### src/rtl/pipeline_stage_ctrl.sv
// pipeline_stage_ctrl: five-stage inst/pc/valid pipeline registers with
// load-use stall, taken-branch flush and saturating stall/flush event counters.
module pipeline_stage_ctrl #(
    parameter int XLEN = 32,
    parameter int CNT_W = 16,
    parameter logic [XLEN-1:0] NOP_INST = 32'h00000013
) (
    input  logic             clk,
    input  logic             rst_n,
    input  logic [XLEN-1:0]  fetch_inst,
    input  logic [XLEN-1:0]  fetch_pc,
    input  logic             fetch_valid,
    input  logic             stallF_req,
    input  logic             br_taken_X,
    output logic [XLEN-1:0]  instF,
    output logic [XLEN-1:0]  instD,
    output logic [XLEN-1:0]  instX,
    output logic [XLEN-1:0]  instM,
    output logic [XLEN-1:0]  instW,
    output logic [XLEN-1:0]  pcF,
    output logic [XLEN-1:0]  pcD,
    output logic [XLEN-1:0]  pcX,
    output logic [XLEN-1:0]  pcM,
    output logic [XLEN-1:0]  pcW,
    output logic             validF,
    output logic             validD,
    output logic             validX,
    output logic             validM,
    output logic             validW,
    output logic             pc_en,
    output logic [CNT_W-1:0] stall_cnt,
    output logic [CNT_W-1:0] flush_cnt
);

    logic flush, stall, bubble_d;

    assign flush    = br_taken_X & validX;
    assign stall    = stallF_req & validF & ~flush;
    assign bubble_d = flush | stall;
    assign pc_en    = ~stall;

    always_ff @(posedge clk or negedge rst_n) begin
        if (!rst_n) begin
            instF     <= NOP_INST;
            instD     <= NOP_INST;
            instX     <= NOP_INST;
            instM     <= NOP_INST;
            instW     <= NOP_INST;
            pcF       <= '0;
            pcD       <= '0;
            pcX       <= '0;
            pcM       <= '0;
            pcW       <= '0;
            validF    <= 1'b0;
            validD    <= 1'b0;
            validX    <= 1'b0;
            validM    <= 1'b0;
            validW    <= 1'b0;
            stall_cnt <= '0;
            flush_cnt <= '0;
        end else begin
            instW  <= instM;
            pcW    <= pcM;
            validW <= validM;
            instM  <= instX;
            pcM    <= pcX;
            validM <= validX;
            instX  <= flush ? NOP_INST : instD;
            pcX    <= pcD;
            validX <= validD & ~flush;
            instD  <= bubble_d ? NOP_INST : instF;
            pcD    <= pcF;
            validD <= validF & ~bubble_d;
            // F holds only on stall; a flush reloads it with the redirected fetch
            if (!stall) begin
                instF  <= fetch_valid ? fetch_inst : NOP_INST;
                pcF    <= fetch_pc;
                validF <= fetch_valid;
            end
            if (stall && stall_cnt != '1)
                stall_cnt <= stall_cnt + 1'b1;
            if (flush && flush_cnt != '1)
                flush_cnt <= flush_cnt + 1'b1;
        end
    end

endmodule

### config.mk
export PLATFORM = sky130hd
export DESIGN_NAME = pipeline_stage_ctrl
export DESIGN_NICKNAME = d
export VERILOG_FILES = /design/src/rtl/pipeline_stage_ctrl.sv
export SDC_FILE = /design/constraint.sdc
export NUM_CORES = 1
export LEC_CHECK = 0
export ABC_AREA = 1
export CAP_MARGIN = 20
export CORE_AREA = 2 2 165 167
export CTS_BUF_LIST = sky130_fd_sc_hd__clkbuf_16
export CTS_CLUSTER_DIAMETER = 40
export DETAILED_ROUTE_END_ITERATION = 6
export DIE_AREA = 0 0 167 169
export GPL_TIMING_DRIVEN = 0
export PLACE_DENSITY = 0.88
export SETUP_SLACK_MARGIN = 0.1
export SKIP_CTS_REPAIR_TIMING = 1
export SYNTH_ARGS = -nofsm -noshare
export SYNTH_HDL_FRONTEND = slang
export SYNTH_SLANG_ARGS = --single-unit
export TNS_END_PERCENT = 20
### constraint.sdc
create_clock -name clk -period 2.3 [get_ports clk]
set_clock_uncertainty 0.15 [all_clocks]
set_input_delay 0.69 -clock clk [delete_from_list [all_inputs] [get_ports clk]]
set_output_delay 0.69 -clock clk [all_outputs]
set_load 0.01 [all_outputs]
==> flow_summary.json, run 1 <==
{
  "run_status": "complete, but fails checks",
  "violations": "negative setup slack",
  "htree_levels": 2,
  "drtAntennaViolNets": 0,
  "grt_start_max_net_pins": 115,
  "tns_ns": -0.141,
  "gr-total-overflow": 0,
  "max_slew.worst_pin.slew_ns": 0.690,
  "cp.buffers_inverters": 3,
  "pwr-share-comb": 0.152,
  "first_global_vias": 8818,
  "synthDistinctLibCells": 27,
  "final_cell_area_um2": 18800,
  "crit_path_top_delay_cell": "dfrtp_2",
  "cellInternalPower_mw": 12.6,
  "core_um2": 26500,
  "clk_latency_ns": 0.52,
  "critical-path-max-stage-delay_ns": 0.46,
  "power_density_nw_per_um2": 928,
  "final_net_count": 1482,
  "synth_warnings": 0,
  "synth.net_count": 999,
  "crit_type": "flop to output port",
  "ios": 427,
  "worst_ep_required_time_ns": 1.46,
  "vias_per_cell": 5.03,
  "critPathArrivalTime_ns": 1.60,
  "slew_headroom": 0.540,
  "gp_congestion": 0.891,
  "postPlaceCellArea_um2": 16200,
  "fp.dieW_um": 167,
  "die-height_um": 169,
  "portBuffers": 426,
  "switchingPower_mw": 4.78,
  "drive_gt1_frac": 0.122,
  "p_sw_frac": 0.274,
  "timing.final.crit_share": 1.06,
  "core.rowCount": 60,
  "p_total_mw": 17.4,
  "placed_cells": 1698,
  "busiest_layer": "met2",
  "cp-start-kind": "flop",
  "cts.sinks": 357,
  "power_frac_seq": 0.431,
  "route.detailed.drc": 0,
  "firstDrtPassIters": 5,
  "root_buffer": "clkbuf_16",
  "maxSlewViolCount": 0,
  "track_usage": 0.257,
  "die_area_um2": 28200,
  "leakage_nw": 12.8,
  "finalSetupViolations": 1,
  "ir_worst_vdd_uv": 866,
  "grt_pass1_wl_mm": 54.7,
  "timing.final.ws_setup_ns": -0.141,
  "grt_use_met1": 0.302,
  "initial_utilization": 0.431,
  "cts-buffers-inserted": 43,
  "synth-seq-cells": 357,
  "synth.avg_cell_area_um2": 12.3,
  "fin_worst_hold_slack_ns": 0.206,
  "clockBufferDepth": 3,
  "max_cap_viol_count": 0,
  "vias": 8985,
  "period_minus_slack_ns": 2.44,
  "use_met2": 0.459,
  "min-delay-path-class": "flop to flop",
  "syn-instance-count": 928,
  "rsz0062_at_grt": "yes",
  "areaGrowthSynthToFinish_pct": 64.3,
  "hpwl_mm": 26.3,
  "seq_area_frac_synth": 0.783,
  "path_clk_slew_ns": 0.06,
  "cp_max_fo": 10,
  "syn-cell-area_um2": 11400,
  "final_hold_viol_count": 0,
  "drt_iter0_drc": 736,
  "crit_family": "flip-flops",
  "wirelength_mm": 41.2,
  "end_kind": "output port",
  "grtUsageMet3": 0.0582,
  "antenna_found_initial": 2,
  "fmax_mhz": 410,
  "fin_cells": 1786,
  "cts_tree": "built",
  "wl_per_cell_um": 23.1,
  "clkPwrFrac": 0.417,
  "worstPathCellList": "nand2_4, nand2_4, buf_12, buf_12, clkbuf_2"
}
[worst reg2reg max path, stage by stage (launching register included)]
cell      delay, ns
dfrtp_1        0.41
nand2_2        0.09
inv_2          0.06
nand2_4        0.07
buf_12         0.14
clkbuf_1       0.52
nand2_1        0.19
nand2_1        0.13
[state kept, by name, indices dropped and copies added (netlist names), 16 cells and up]
| name | flops |
|---|---|
| flush_cnt | 16 |
| instD | 32 |
| instF | 32 |
| instM | 32 |
| instW | 32 |
| instX | 32 |
| pcD | 32 |
| pcF | 32 |
| pcM | 32 |
| pcW | 32 |
| pcX | 32 |
| stall_cnt | 16 |
[worst paths after layout]
path / from / endpoint / slack (ns) / cells past startpoint
min reg2reg: instM[0] / instW[0] / 0.21 / 0
min in group asynchronous: rst_n / instW[30] / 0.57 / 3
max reg2reg: validF / pcF[20] / 0.48 / 7
max: validX / pc_en / -0.14 / 5
min: instM[0] / instW[0] / 0.21 / 0
max in group asynchronous: rst_n / instM[0] / 0.39 / 4
[final cells by class]
type	count	area, um^2
Antenna cell	1	2.50
Buffer	22	146
Clock buffer	43	1080
Clock inverter	35	445
Fill cell	1548	7720
Inverter	97	364
Multi-Input combinational cell	452	2010
Sequential cell	357	8980
Tap cell	341	427
Timing Repair Buffer	438	5320
[synth_stat cells]
library cell    n  area (um^2)
clkbuf_1        6         22.5
nand3_1        14         70.1
o21ai_1         5         25.0
dfstp_2        15          394
nor3_1          2         10.0
ha_1            2         25.0
buf_4           4         30.0
xor2_1          3         26.3
nand2_4         3         33.8
dfrtp_1       342         8560
or2_2           3         18.8
inv_2           1         3.75
inv_1          96          360
nand2_2        11         68.8
nor2_4          4         45.0
nor2_2          5         31.3
o21ai_2         4         35.0
xnor2_1         5         43.8
a21oi_1         3         15.0
nand4_1        10         62.6
nand3b_1        4         30.0
nand2_1       239          897
o21ai_0        35          175
and2_1          2         12.5
nor2_1         98          368
buf_6           1         11.3
buf_2          11         55.1
[metal layers]
metal  vias to the layer above  wire, um
li1                       3796         -
met3                       122      2950
met1                      4592     14400
met5                         -        11
met2                       473     21800
met4                         2      2050
[cell usage in the layout, fill, tap and decap left out, types with 5 or more instances in the layout]
| cell | Yosys | routed |
|---|---|---|
| o21ai_1 | 5 | 5 |
| nand2_1 | 239 | 237 |
| bufinv_16 | 0 | 8 |
| inv_6 | 0 | 5 |
| nand2_2 | 11 | 11 |
| clkinv_2 | 0 | 6 |
| nand2_4 | 3 | 5 |
| dfstp_2 | 15 | 15 |
| buf_4 | 4 | 11 |
| xnor2_1 | 5 | 5 |
| inv_1 | 96 | 98 |
| nor2_2 | 5 | 5 |
| nand4_1 | 10 | 10 |
| clkbuf_1 | 6 | 6 |
| nor2_1 | 98 | 98 |
| dlymetal6s2s_1 | 0 | 358 |
| buf_2 | 11 | 10 |
| dfrtp_2 | 0 | 25 |
| nand3_1 | 14 | 14 |
| dfrtp_1 | 342 | 317 |
| clkdlybuf4s50_1 | 0 | 65 |
| o21ai_0 | 35 | 35 |
| clkbuf_16 | 0 | 43 |
[power by group through the flow]
stage                     clock network (mW)  registers (mW)  logic, mW
after floorplan                            0            7.76      0.516
after global placement                     0            7.53       2.63
after detailed placement                   0            7.56       2.71
after CTS                               7.23            7.48       2.75
after global routing                    7.63            7.57       2.82
final                                   7.26            7.51       2.66
[logic make-up after synthesis]
| kind of cell | Yosys count | synth area share |
|---|---|---|
| buffers and inverters | 119 | 0.0423 |
| flip-flops | 357 | 0.783 |
| adder cells (fa/ha/maj) | 2 | 0.00219 |
| AND/OR/NAND/NOR | 395 | 0.144 |
| AO/OA/AOI/OAI | 47 | 0.0219 |
| XOR/XNOR | 8 | 0.00613 |
[per-stage QoR]
step,util,worst slack [ns]
floorplan,-,0.222
global route,0.708,-0.202
global placement,0.608,-14.10
detailed placement,0.612,-1.22
finish,0.708,-0.141
CTS,0.669,-1.23
Power figures use the tool's default switching activity.
==> run 2, diff against run 1 <==
--- a/config.mk
+++ b/config.mk
@@ -10,6 +10,7 @@
 export CORE_AREA = 2 2 165 167
 export CTS_BUF_LIST = sky130_fd_sc_hd__clkbuf_16
 export CTS_CLUSTER_DIAMETER = 40
+export CTS_CLUSTER_SIZE = 30
 export DETAILED_ROUTE_END_ITERATION = 6
 export DIE_AREA = 0 0 167 169
 export GPL_TIMING_DRIVEN = 0
==> flow_summary.json, run 2 (synthesized netlist as in run 1, its figures left out) <==
{
  "run_status": "complete, but fails checks",
  "violations": "negative setup slack",
  "min-delay-path-class": "flop to flop",
  "vias": 8888,
  "worst_ep_required_time_ns": 1.46,
  "antenna_found_initial": 5,
  "fp.dieW_um": 167,
  "first_global_vias": 8764,
  "final_hold_viol_count": 0,
  "most-common-layout-cells": "359 x dlymetal6s2s_1, 317 x dfrtp_1, 237 x nand2_1, 98 x inv_1, 98 x nor2_1",
  "portBuffers": 426,
  "wl_per_cell_um": 22.9,
  "grt_start_max_net_pins": 115,
  "ios": 427,
  "path_clk_slew_ns": 0.07,
  "placed_cells": 1698,
  "gp_congestion": 0.891,
  "initial_utilization": 0.431,
  "max_slew.worst_pin.slew_ns": 0.729,
  "maxSlewViolCount": 0,
  "holdPathStages": 0,
  "critPathArrivalTime_ns": 1.54,
  "p_total_mw": 17.0,
  "hold-path-endpoint": "instW[1]",
  "r2r-start": "stall_cnt[1]",
  "rsz0062_at_grt": "yes",
  "cts-buffers-inserted": 42,
  "slew_headroom": 0.514,
  "cts.sinks": 357,
  "timing.final.ws_setup_ns": -0.0815,
  "wirelength_mm": 40.9,
  "hpwl_mm": 26.3,
  "period_minus_slack_ns": 2.38,
  "r2r-end": "stall_cnt[15]",
  "root_buffer": "clkbuf_16",
  "gr-total-overflow": 0,
  "final_common_cell": "dlymetal6s2s_1",
  "clockBufferDepth": 3,
  "tns_ns": -0.0815,
  "drive_gt1_frac": 0.121,
  "r2r_cells": 9,
  "max_cap_viol_count": 0,
  "end_kind": "output port",
  "areaGrowthSynthToFinish_pct": 63.7,
  "route.detailed.drc": 0,
  "die-height_um": 169,
  "power_density_nw_per_um2": 907,
  "drt_iter0_drc": 818,
  "ir_worst_vdd_uv": 732,
  "track_usage": 0.253,
  "firstDrtPassIters": 5,
  "hold_start": "instM[1]",
  "core.rowCount": 60,
  "fmax_mhz": 420,
  "r2r_slack_ns": 0.47,
  "grt_pass1_wl_mm": 54.0,
  "final_util": 0.706,
  "leakage_nw": 12.8,
  "htree_levels": 2,
  "vias_per_cell": 4.98,
  "clk_latency_ns": 0.52,
  "cts_tree": "built",
  "core_um2": 26500,
  "timing.final.crit_share": 1.04,
  "die_area_um2": 28200,
  "cp_max_fo": 10,
  "crit_type": "flop to output port",
  "finalSetupViolations": 1,
  "cp-start-kind": "flop",
  "drtAntennaViolNets": 0,
  "final_net_count": 1481,
  "fin_cells": 1785
}
run 2: cell count changes in the layout (fill, tap and decap cells not counted), moves of 2 or more:
cell,delta
bufinv_16,-5
inv_6,+3
clkinv_2,-2
inv_12,+2
inv_8,+2
run 2: routing by layer:
layer	global-route usage	wire, um	share of wire
met1	0.301	15000	0.37
met5	0	12	0.00029
met4	0.0945	1550	0.038
met2	0.452	21900	0.53
met3	0.0568	2550	0.062
run 2: worst max-delay path by stage:
stage,from,endpoint,slack [ns],depth (start not counted)
2_1_floorplan,stallF_req,pc_en,0.22,5
3_3_place_gp,rst_n,pcF[15],-14.10,1
3_5_place_dp,br_taken_X,pc_en,-1.22,6
4_1_cts,br_taken_X,pc_en,-1.22,6
5_1_grt,validF,pc_en,-0.14,6
6_report,validX,pc_en,-0.08,5
run 2: layout make-up:
type	count	area [um^2]
sequential	357	8980
fill	1575	7790
timing repair buffer	438	5340
multi-input combinational	452	2010
clock buffer	43	1080
tap	341	427
clock inverter	34	364
inverter	97	364
buffer	22	146
antenna	1	2.50
run 2: where the power goes:
group	switching, mW	leakage, nW	total [mW]	internal [mW]
Clock	2.91	0.713	6.81	3.90
Combinational	1.36	7.58	2.66	1.30
Sequential	0.545	4.46	7.51	6.96
Total	4.82	12.8	17.0	12.2
run 2: critical path, stage by stage (launching register included):
cell and delay (ns):
dfrtp_2 0.45, nand2_4 0.11, nand2_4 0.07, buf_12 0.15, buf_12 0.13, clkbuf_2 0.12
run 2: stage by stage:
| step | hold WS [ns] | worst slack (ns) | cell area [um^2] |
|---|---|---|---|
| 3_3_place_gp | 0.205 | -14.10 | 16100 |
| 6_report | 0.194 | -0.0815 | 18700 |
| 4_1_cts | -0.104 | -1.22 | 17600 |
| 2_1_floorplan | 0.227 | 0.222 | 11400 |
| 3_5_place_dp | 0.205 | -1.22 | 16200 |
| 5_1_grt | 0.208 | -0.139 | 18700 |
